**config.mk**
```make
export PLATFORM = sky130hd
export DESIGN_NAME = issue_scoreboard
export DESIGN_NICKNAME = d
export VERILOG_FILES = /design/src/rtl/mips_pkg.sv /design/src/rtl/sb_entry.sv /design/src/rtl/issue_scoreboard.sv
export SDC_FILE = /design/constraint.sdc
export NUM_CORES = 1
export LEC_CHECK = 0
export ABC_AREA = 1
export ABC_CLOCK_PERIOD_IN_PS = 2700
export CAP_MARGIN = 20
export CORE_MARGIN = 10
export CORE_UTILIZATION = 50
export DETAILED_ROUTE_END_ITERATION = 10
export PLACE_DENSITY = 0.7
export SYNTH_ARGS = -nofsm -noshare
export SYNTH_HDL_FRONTEND = slang
export SYNTH_SLANG_ARGS = --single-unit
export TNS_END_PERCENT = 50
```
**constraint.sdc**
```tcl
create_clock -name clock -period 2.7 [get_ports clock]
set_input_delay 0.27 -clock clock [delete_from_list [all_inputs] [get_ports clock]]
set_output_delay 0.27 -clock clock [all_outputs]
set_load 0.01 [all_outputs]
```
**src/rtl/mips_pkg.sv**
```systemverilog
// mips_pkg: shared register-index type and pipeline defaults for the MIPS core
package mips_pkg;
  typedef logic [4:0] reg_idx_t;
  localparam reg_idx_t REG_ZERO = 5'd0;
  localparam int WB_LAT_DFLT = 3;
endpackage

```
**src/rtl/sb_entry.sv**
```systemverilog
// sb_entry: one register's pending bit and its writeback watchdog
module sb_entry #(
  parameter int CNT_W = 4,
  parameter int LOAD = 7
) (
  input  logic clock,
  input  logic reset,
  input  logic set,
  input  logic clr,
  input  logic tick,
  output logic pending,
  output logic expire
);
  logic [CNT_W-1:0] wd;
  assign expire = pending & tick & (wd == CNT_W'(1));
  // set outranks clear/expiry so a fresh issue is never lost
  always_ff @(posedge clock)
    if (reset) begin
      pending <= 1'b0;
      wd <= '0;
    end else if (set) begin
      pending <= 1'b1;
      wd <= CNT_W'(LOAD);
    end else if (clr | expire) begin
      pending <= 1'b0;
      wd <= '0;
    end else if (tick & pending) wd <= wd - CNT_W'(1);
endmodule

```
**src/rtl/issue_scoreboard.sv**
```systemverilog
// issue_scoreboard: RAW/WAW register-hazard scoreboard between Decode and Execute
module issue_scoreboard
  import mips_pkg::*;
#(
  parameter int WB_LAT = WB_LAT_DFLT,
  parameter int WD_SLACK = 4,
  parameter int CNT_W = 4
) (
  input  logic        clock,
  input  logic        reset,
  input  logic        id_iss_valid,
  input  logic [4:0]  id_iss_addra,
  input  logic [4:0]  id_iss_addrb,
  input  logic        id_iss_regdest,
  input  logic [4:0]  id_iss_dest,
  input  logic        id_iss_writereg,
  input  logic        ex_if_stall,
  input  logic        wb_reg_en,
  input  logic [4:0]  wb_reg_addr,
  output logic        iss_stall,
  output logic [31:0] iss_pending,
  output logic        iss_err,
  output logic [15:0] iss_stall_cnt
);
  logic [31:0] expire;
  logic raw, waw, fire;
  // r0 has no entry, so any lookup of it reads 0
  assign iss_pending[REG_ZERO] = 1'b0;
  assign expire[REG_ZERO] = 1'b0;
  assign raw = iss_pending[id_iss_addra] | (id_iss_regdest & iss_pending[id_iss_addrb]);
  assign waw = id_iss_writereg & iss_pending[id_iss_dest];
  assign iss_stall = id_iss_valid & (raw | waw);
  assign fire = id_iss_valid & ~iss_stall & ~ex_if_stall;
  for (genvar i = 1; i < 32; i++) begin : g_entry
    sb_entry #(.CNT_W(CNT_W), .LOAD(WB_LAT + WD_SLACK)) u_entry (
      .clock   (clock),
      .reset   (reset),
      .set     (fire & id_iss_writereg & (id_iss_dest == reg_idx_t'(i))),
      .clr     (wb_reg_en & (wb_reg_addr == reg_idx_t'(i))),
      .tick    (~ex_if_stall),
      .pending (iss_pending[i]),
      .expire  (expire[i])
    );
  end
  always_ff @(posedge clock)
    if (reset) begin
      iss_err <= 1'b0;
      iss_stall_cnt <= '0;
    end else begin
      if (|expire) iss_err <= 1'b1;
      if (iss_stall && !(&iss_stall_cnt)) iss_stall_cnt <= iss_stall_cnt + 16'd1;
    end
endmodule

```
# --- Word-level counts from Yosys, hierarchy flattened ---
# Index checks and enable logic that the tools add are counted.
totals:
  memories: 0
  out_inout_bits: 50
  in_bits: 27
  register_bits: 172
  ram_bits: 0
  mem_bits_ro: 0
  latchBits: 0
op_classes:
  n_addsub: 32
  mul: 0
  n_eq_ne: 93
  shift: 0
  reduce_logical: 97
  n_mux: 161
  n_bitwise: 165
  magnitude_cmp: 3
  div: 0
op_table:
  columns: ["cell", "n"]
  rows:
  - ["two-way mux 3 bit", 93]
  - ["== test 5 bit, second input constant", 32]
  - ["bitwise AND 1 bit", 130]
  - ["== test 4 x 1 -> 1 bit, second input constant", 31]
  - ["subtractor 4 x 1 -> 4 bit, second input constant", 31]
  - ["nonzero test 3 bit", 31]
  - ["OR reduction 3 bit", 31]
  - ["== test 5 x 4 -> 1 bit, second input constant", 16]
  - ["two-way mux 1 bit", 65]
  - ["nonzero test 2 bit", 31]
  - ["== test 5 x 3 -> 1 bit, second input constant", 8]
  - ["bitwise OR 1 bit", 33]
  - ["OR reduction 31 bit", 1]
  - ["== test 5 x 2 -> 1 bit, second input constant", 4]
  - ["< comparator 5 x 6 -> 1 bit, second input constant", 3]
  - ["adder 16 x 1 -> 16 bit, second input constant", 1]
  - ["AND reduction 16 bit", 1]
  - ["binary-select mux 1 bit (select 5 bit)", 3]
  - ["== test 5 x 1 -> 1 bit, second input constant", 2]
  - ["inverter 1 bit", 2]
  - ["logical AND 1 bit", 1]
  - ["logical NOT 1 bit", 1]

# --- Depth between registers and ports, before layout ---
depth:
  depth_word: 12
  mapped_depth: 18
  depth_no_buf: 17

# --- By module ---
# From an unflattened synthesis, not the netlist that was laid out.
unflattened:
  cells_unflattened: 2009
  area_unflattened_um2: 12926.1
modules_own_cells:
  columns: ["module", "n_inst", "seq_area_each_um2", "area_each_um2", "cells_each"]
  rows:
  - ["sb_entry", 31, 100.1, 326.6, 46]
  - ["issue_scoreboard", 1, 340.3, 2802.7, 583]

# --- Worst setup path before layout ---
# No wires, ideal clock.
synth_path:
  path_type: "flip-flop to flip-flop"
  startpoint: "reg iss_stall_cnt[0]"
  endpoint: "reg iss_stall_cnt[11]"
  path_stages_with_launch: 11
  required_time_ns: 2.630
  arrival_time_ns: 1.936
  path_slack_ns: 0.693
  path_cell_list: "dfxtp_1 -> ha_1 -> nand2_1 -> nor3_1 -> nand4_1 -> inv_1 -> nand2_1 -> nand3_2 -> buf_2 -> nand2_1 -> a21oi_1"
synth_between:
  elab_chain_cells: 3
  word_cells_on_any_way: 4
  cone_classes: "add/sub: 1; reduce/logical: 3"
synth_rtl:
  columns: ["item", "line_no", "source"]
  rows:
  - ["start: declaration", "issue_scoreboard.sv:23", "output logic [15:0] iss_stall_cnt"]
  - ["start signal: assignment", "issue_scoreboard.sv:51", "if (iss_stall && !(&iss_stall_cnt)) iss_stall_cnt <= iss_stall_cnt + 16'd1;"]
  - ["parallel branches: the longest is 3 deep, another holds adder 16 x 1 -> 16 bit", null, null]
# Parallel ways; which one is timed is not known.
# A chain may end at the register's enable or synchronous reset.

# --- Worst setup path after layout ---
layout_path:
  startpoint: "reg g_entry[14].u_entry.pending"
  endpoint: "out iss_stall"
layout_between:
  elab_chain_cells: 6
  word_cells_on_any_way: 11
  cone_classes: "mux: 6; bitwise: 5"
layout_rtl:
  columns: ["item", "line_no", "source"]
  rows:
  - ["start: declaration", "sb_entry.sv:11", "output logic pending,"]
  - ["start signal: assignment", "sb_entry.sv:19", "pending <= 1'b0;"]
  - ["start signal: assignment", "sb_entry.sv:22", "pending <= 1'b1;"]
  - ["start signal: assignment", "sb_entry.sv:25", "pending <= 1'b0;"]
  - ["binary-select mux 1 bit (select 5 bit)", "issue_scoreboard.sv:30", "assign raw = iss_pending[id_iss_addra] | (id_iss_regdest & iss_pending[id_iss_addrb]);"]
  - ["two-way mux 1 bit (not written as such)", "issue_scoreboard.sv:30", null]
  - ["bitwise AND 1 bit", "issue_scoreboard.sv:30", null]
  - ["bitwise OR 1 bit", "issue_scoreboard.sv:30", null]
  - ["bitwise OR 1 bit (*)", "issue_scoreboard.sv:32", "assign iss_stall = id_iss_valid & (raw | waw);"]
  - ["bitwise AND 1 bit (*)", "issue_scoreboard.sv:32", null]
  - ["end: declaration", "issue_scoreboard.sv:20", "output logic iss_stall,"]
# Mark *: on every way between the ends. The rest lies on a longest branch, timed or not. The select of a mux whose other input is x is not followed.

==> results by group <==
Detailed routing
  – First-pass iteration count of the detailed router: 5
  – Average wire per cell in the routed design: roughly 16 um
  – Vias: 10797
  – DR DRC count: 0
  – WL final: 31700 um
  – 1st-iter DRT viols: 744
  – ANT nets after route: 0
  – Via/cell ratio: 5.36

STA
  – Worst Setup Slack, final: 0.375 ns
  – Final Hold Fails: 0
  – FMAX: between 400 and 500 MHz
  – Slew HR: 45.0%
  – Fin Hold WS: 0.381 ns
  – Fin. max-slew vios: 0
  – Unrepaired setup endpoints after global routing: no
  – Worst Tran Pin Value: 0.825 ns
  – Fin crit share: a little under nine tenths
  – Setup TNS: 0 ns
  – Min cycle time layout: about 2.3 ns
  – Layout Skew: around 0.013 ns
  – Setup violators final: 0

Clock network
  – Clock Tree Buf Depth: 2
  – TritonCTS clock tree: yes
  – Clk pin slew, worst setup/hold paths: 0.07 ns
  – H-tree levels: 4
  – Clock Sinks: between 150 and 200
  – TritonCTS Buffers: 17
  – Setup Buffers After CTS: 0
  – Worst skew pair latency: 0.43 ns
  – Root buffer selected by CTS: clkbuf_16

Finish
  – Finished Core Util: 59.4%
  – # fillers: 2030
  – Share of layout cells above drive strength 1: 5.57%
  – Area growth syn-to-layout: 15.8%
  – Final Net Count: 1818
  – # diodes: 0

Floorplanning
  – Row count: 53
  – Die width: 167 um
  – Die ar.: 28000 um^2
  – Initial Util: 51.2%
  – Num ports: 77
  – Core ar.: 21200 um^2
  – Die Span Y: 167 um

Pwr
  – Sw Share: between 20% and 30%
  – PwrDens: 441 nW/um^2
  – P_int: 4180 uW
  – Combinational fraction of design power: under 10%
  – Total power: 5540 uW
  – Peak VDD IR: between 0.3 and 0.4 mV
  – Sw power: 1360 uW
  – Leak Pwr: roughly 0.0052 uW
  – Flop pwr share: 46.3%
  – Clk pwr share: 45.4%

Synth
  – Xor/xnor share of the synthesized area: 4.52%
  – Post-Syn Nets: 1751
  – Post-Synthesis Cells: approximately 1700
  – Combinational family with the most area after synthesis: simple AND/OR/NAND/NOR gates
  – Post-synthesis mux area share: less than 1%
  – Synth Area in Adders: under 10%
  – Top FF cell, synth: dfxtp_1
  – Synth Warn #: 0
  – Async SR Flop Fraction: 0%
  – Most common cell in the netlist: nand2_1
  – Yosys reg bits: around 170
  – Simple-Gate Fraction of Synth Area: 30.5%
  – Avg Cell Area, Syn: 6.53 um^2
  – Compound-Gate Fraction of Synth Area: 11.9%
  – Post-synth EDFFs: 0
  – Count of cell types in the netlist: 35
  – Area contributors post-synth: dfxtp_1 (32%), nand2_1 (13%), inv_1 (9.6%)
  – Commonest cells in the netlist: nand2_1 (389), inv_1 (278), dfxtp_1 (172)
  – Top-area cell type share of the netlist area: a little under a third
  – Sequential-to-total area share from yosys stat: a little under a third
  – Synthesized cell area: 10800 um^2
  – Yosys top cell by area: dfxtp_1

Critical path
  – Critical path buffers and inverters: 3
  – CP startpoint: g_entry[14].u_entry.pending
  – Crit-path cells: inv_1, o21ai_0, nand3_1, nand2_1, nand2_1, nand3_1, nand3_1, nand2_2, nand2_1, inv_1, dlymetal6s2s_1
  – Worst setup path endpoint: iss_stall
  – Crit Path Category: reg -> out
  – Crit Reg-Reg Startpoint: g_entry[14].u_entry.pending
  – R2R Setup Slk: about 0.52 ns
  – WP data required: approximately 2.4 ns
  – Worst path slowest cell: dfxtp_1
  – Critical Path Stages: 11
  – CP max FO: 4
  – R2r worst-path depth: 13
  – CP delay by family, top: simple AND/OR/NAND/NOR gates
  – Crit start category: register
  – Worst path max stage delay: 0.40 ns
  – CP endpoint kind: output pin
  – Crit path arrival time: 2.06 ns
  – R2r endpoint: g_entry[29].u_entry.pending

GRT
  – Initial antenna violation count: 1
  – Total Routing Usage GR: 21.8%
  – Total gr overflow: 0
  – Largest net degree at the start of global routing: approximately 120
  – Vias in the first global route: 10106
  – Global-route wire length before repair: 50700 um

Run
  – Maxcap violations: 0

Place
  – DP Worst Slack: -0.0464 ns
  – HPWL Detailed: roughly 24000 um
  – Input/output buffers: 75
  – Gpl congestion: 1.01

Run status
  – Outcome: finished clean

Min path
  – Hold path depth: 3
  – HP Class: in -> reg
[flip-flops by register name (all words and copies together), names as in the netlist]
name and count:
g_entry.u_entry.pending 31, iss_stall_cnt 16, iss_err 1, g_entry.u_entry.wd 124
[cells in the final DEF, fill, tap and decap left out, drive strengths merged]
master         instances
nor4                   9
ha                    63
o31ai                  1
nor3                  11
xnor2                  5
o22a                   1
a21o                   5
buf                   48
nand4                 74
conb                   1
dlymetal6s2s           1
clkinvlp               2
a21oi                119
nand3b                 1
xor2                  51
nand3                148
or2                    1
bufinv                 2
o21ai                101
clkbuf                24
o2111ai                1
dlygate4sd2            2
nand2                392
mux2i                  2
clkinv                 3
clkdlybuf4s50         71
o22ai                 18
nor2                 125
a21boi                 1
inv                  285
o211ai                 1
dfxtp                172
[worst min-delay path by stage]
stage / startpoint / to / slack [ns]
2_1_floorplan: g_entry[28].u_entry.wd[3] / g_entry[28].u_entry.wd[3] / 0.45
3_3_place_gp: g_entry[28].u_entry.wd[3] / g_entry[28].u_entry.wd[3] / 0.46
3_5_place_dp: g_entry[28].u_entry.wd[3] / g_entry[28].u_entry.wd[3] / 0.47
4_1_cts: reset / g_entry[16].u_entry.wd[0] / 0.42
5_1_grt: reset / g_entry[30].u_entry.wd[0] / 0.42
6_report: reset / g_entry[1].u_entry.wd[1] / 0.38
[cell type report]
class	count	area [um^2]	area share, %
flip-flops and latches	172	3450	27.5
repair buffers	122	1200	9.56
clock inverters	8	106	0.847
well taps	275	344	2.74
inverters	284	1070	8.49
clock buffers	24	492	3.92
multi-input cells	1131	5900	47.0
[power by group through the flow]
stage	registers, uW	clock network, uW	logic, uW
global placement	2620	0	446
finish	2560	2520	457
CTS	2560	2560	451
detailed placement	2620	0	450
global route	2560	2660	498
floorplan	2620	0	254
[logic make-up after synthesis]
kind of cell,Yosys count
and+or+nand+nor,761
buffers and inverters,358
AOI/OAI and AO/OA,248
DFF,172
adders and majority gates,63
xor gates and xnor gates,56
muxes,2
other,1
[per-stage QoR]
stage / std cells / area, um^2
after floorplan: 1661 / 10800
after global routing: 2016 / 12600
after global placement: 1984 / 12000
final: 2016 / 12600
after CTS: 2016 / 12600
after detailed placement: 1984 / 12000
[metal layers]
layer  wire length, um  track usage (%)  share of wire, %  vias up
met1             13800             26.9                44     4947
met5                 8                0             0.025        -
met3              2070             4.85               6.5       69
li1                  -                -                 -     5448
met4              1060             8.21               3.3        2
met2             14800             36.5                46      331
[worst register-to-register path: stages (launching register included)]
cell	delay, ns
dfxtp_1	0.40
inv_1	0.17
o21ai_0	0.22
nand3_1	0.10
nand2_1	0.09
nand2_1	0.05
nand3_1	0.07
nand3_1	0.14
buf_4	0.18
nand3_2	0.13
nor2_4	0.06
buf_4	0.17
nand3_1	0.13
o21ai_0	0.15
[timing repair]
item,CTS,global route
gates resized for setup,7,1
endpoints found under the setup margin,1,1
hold buffers,0,0
No activity file was read; power rests on OpenSTA's default activity.
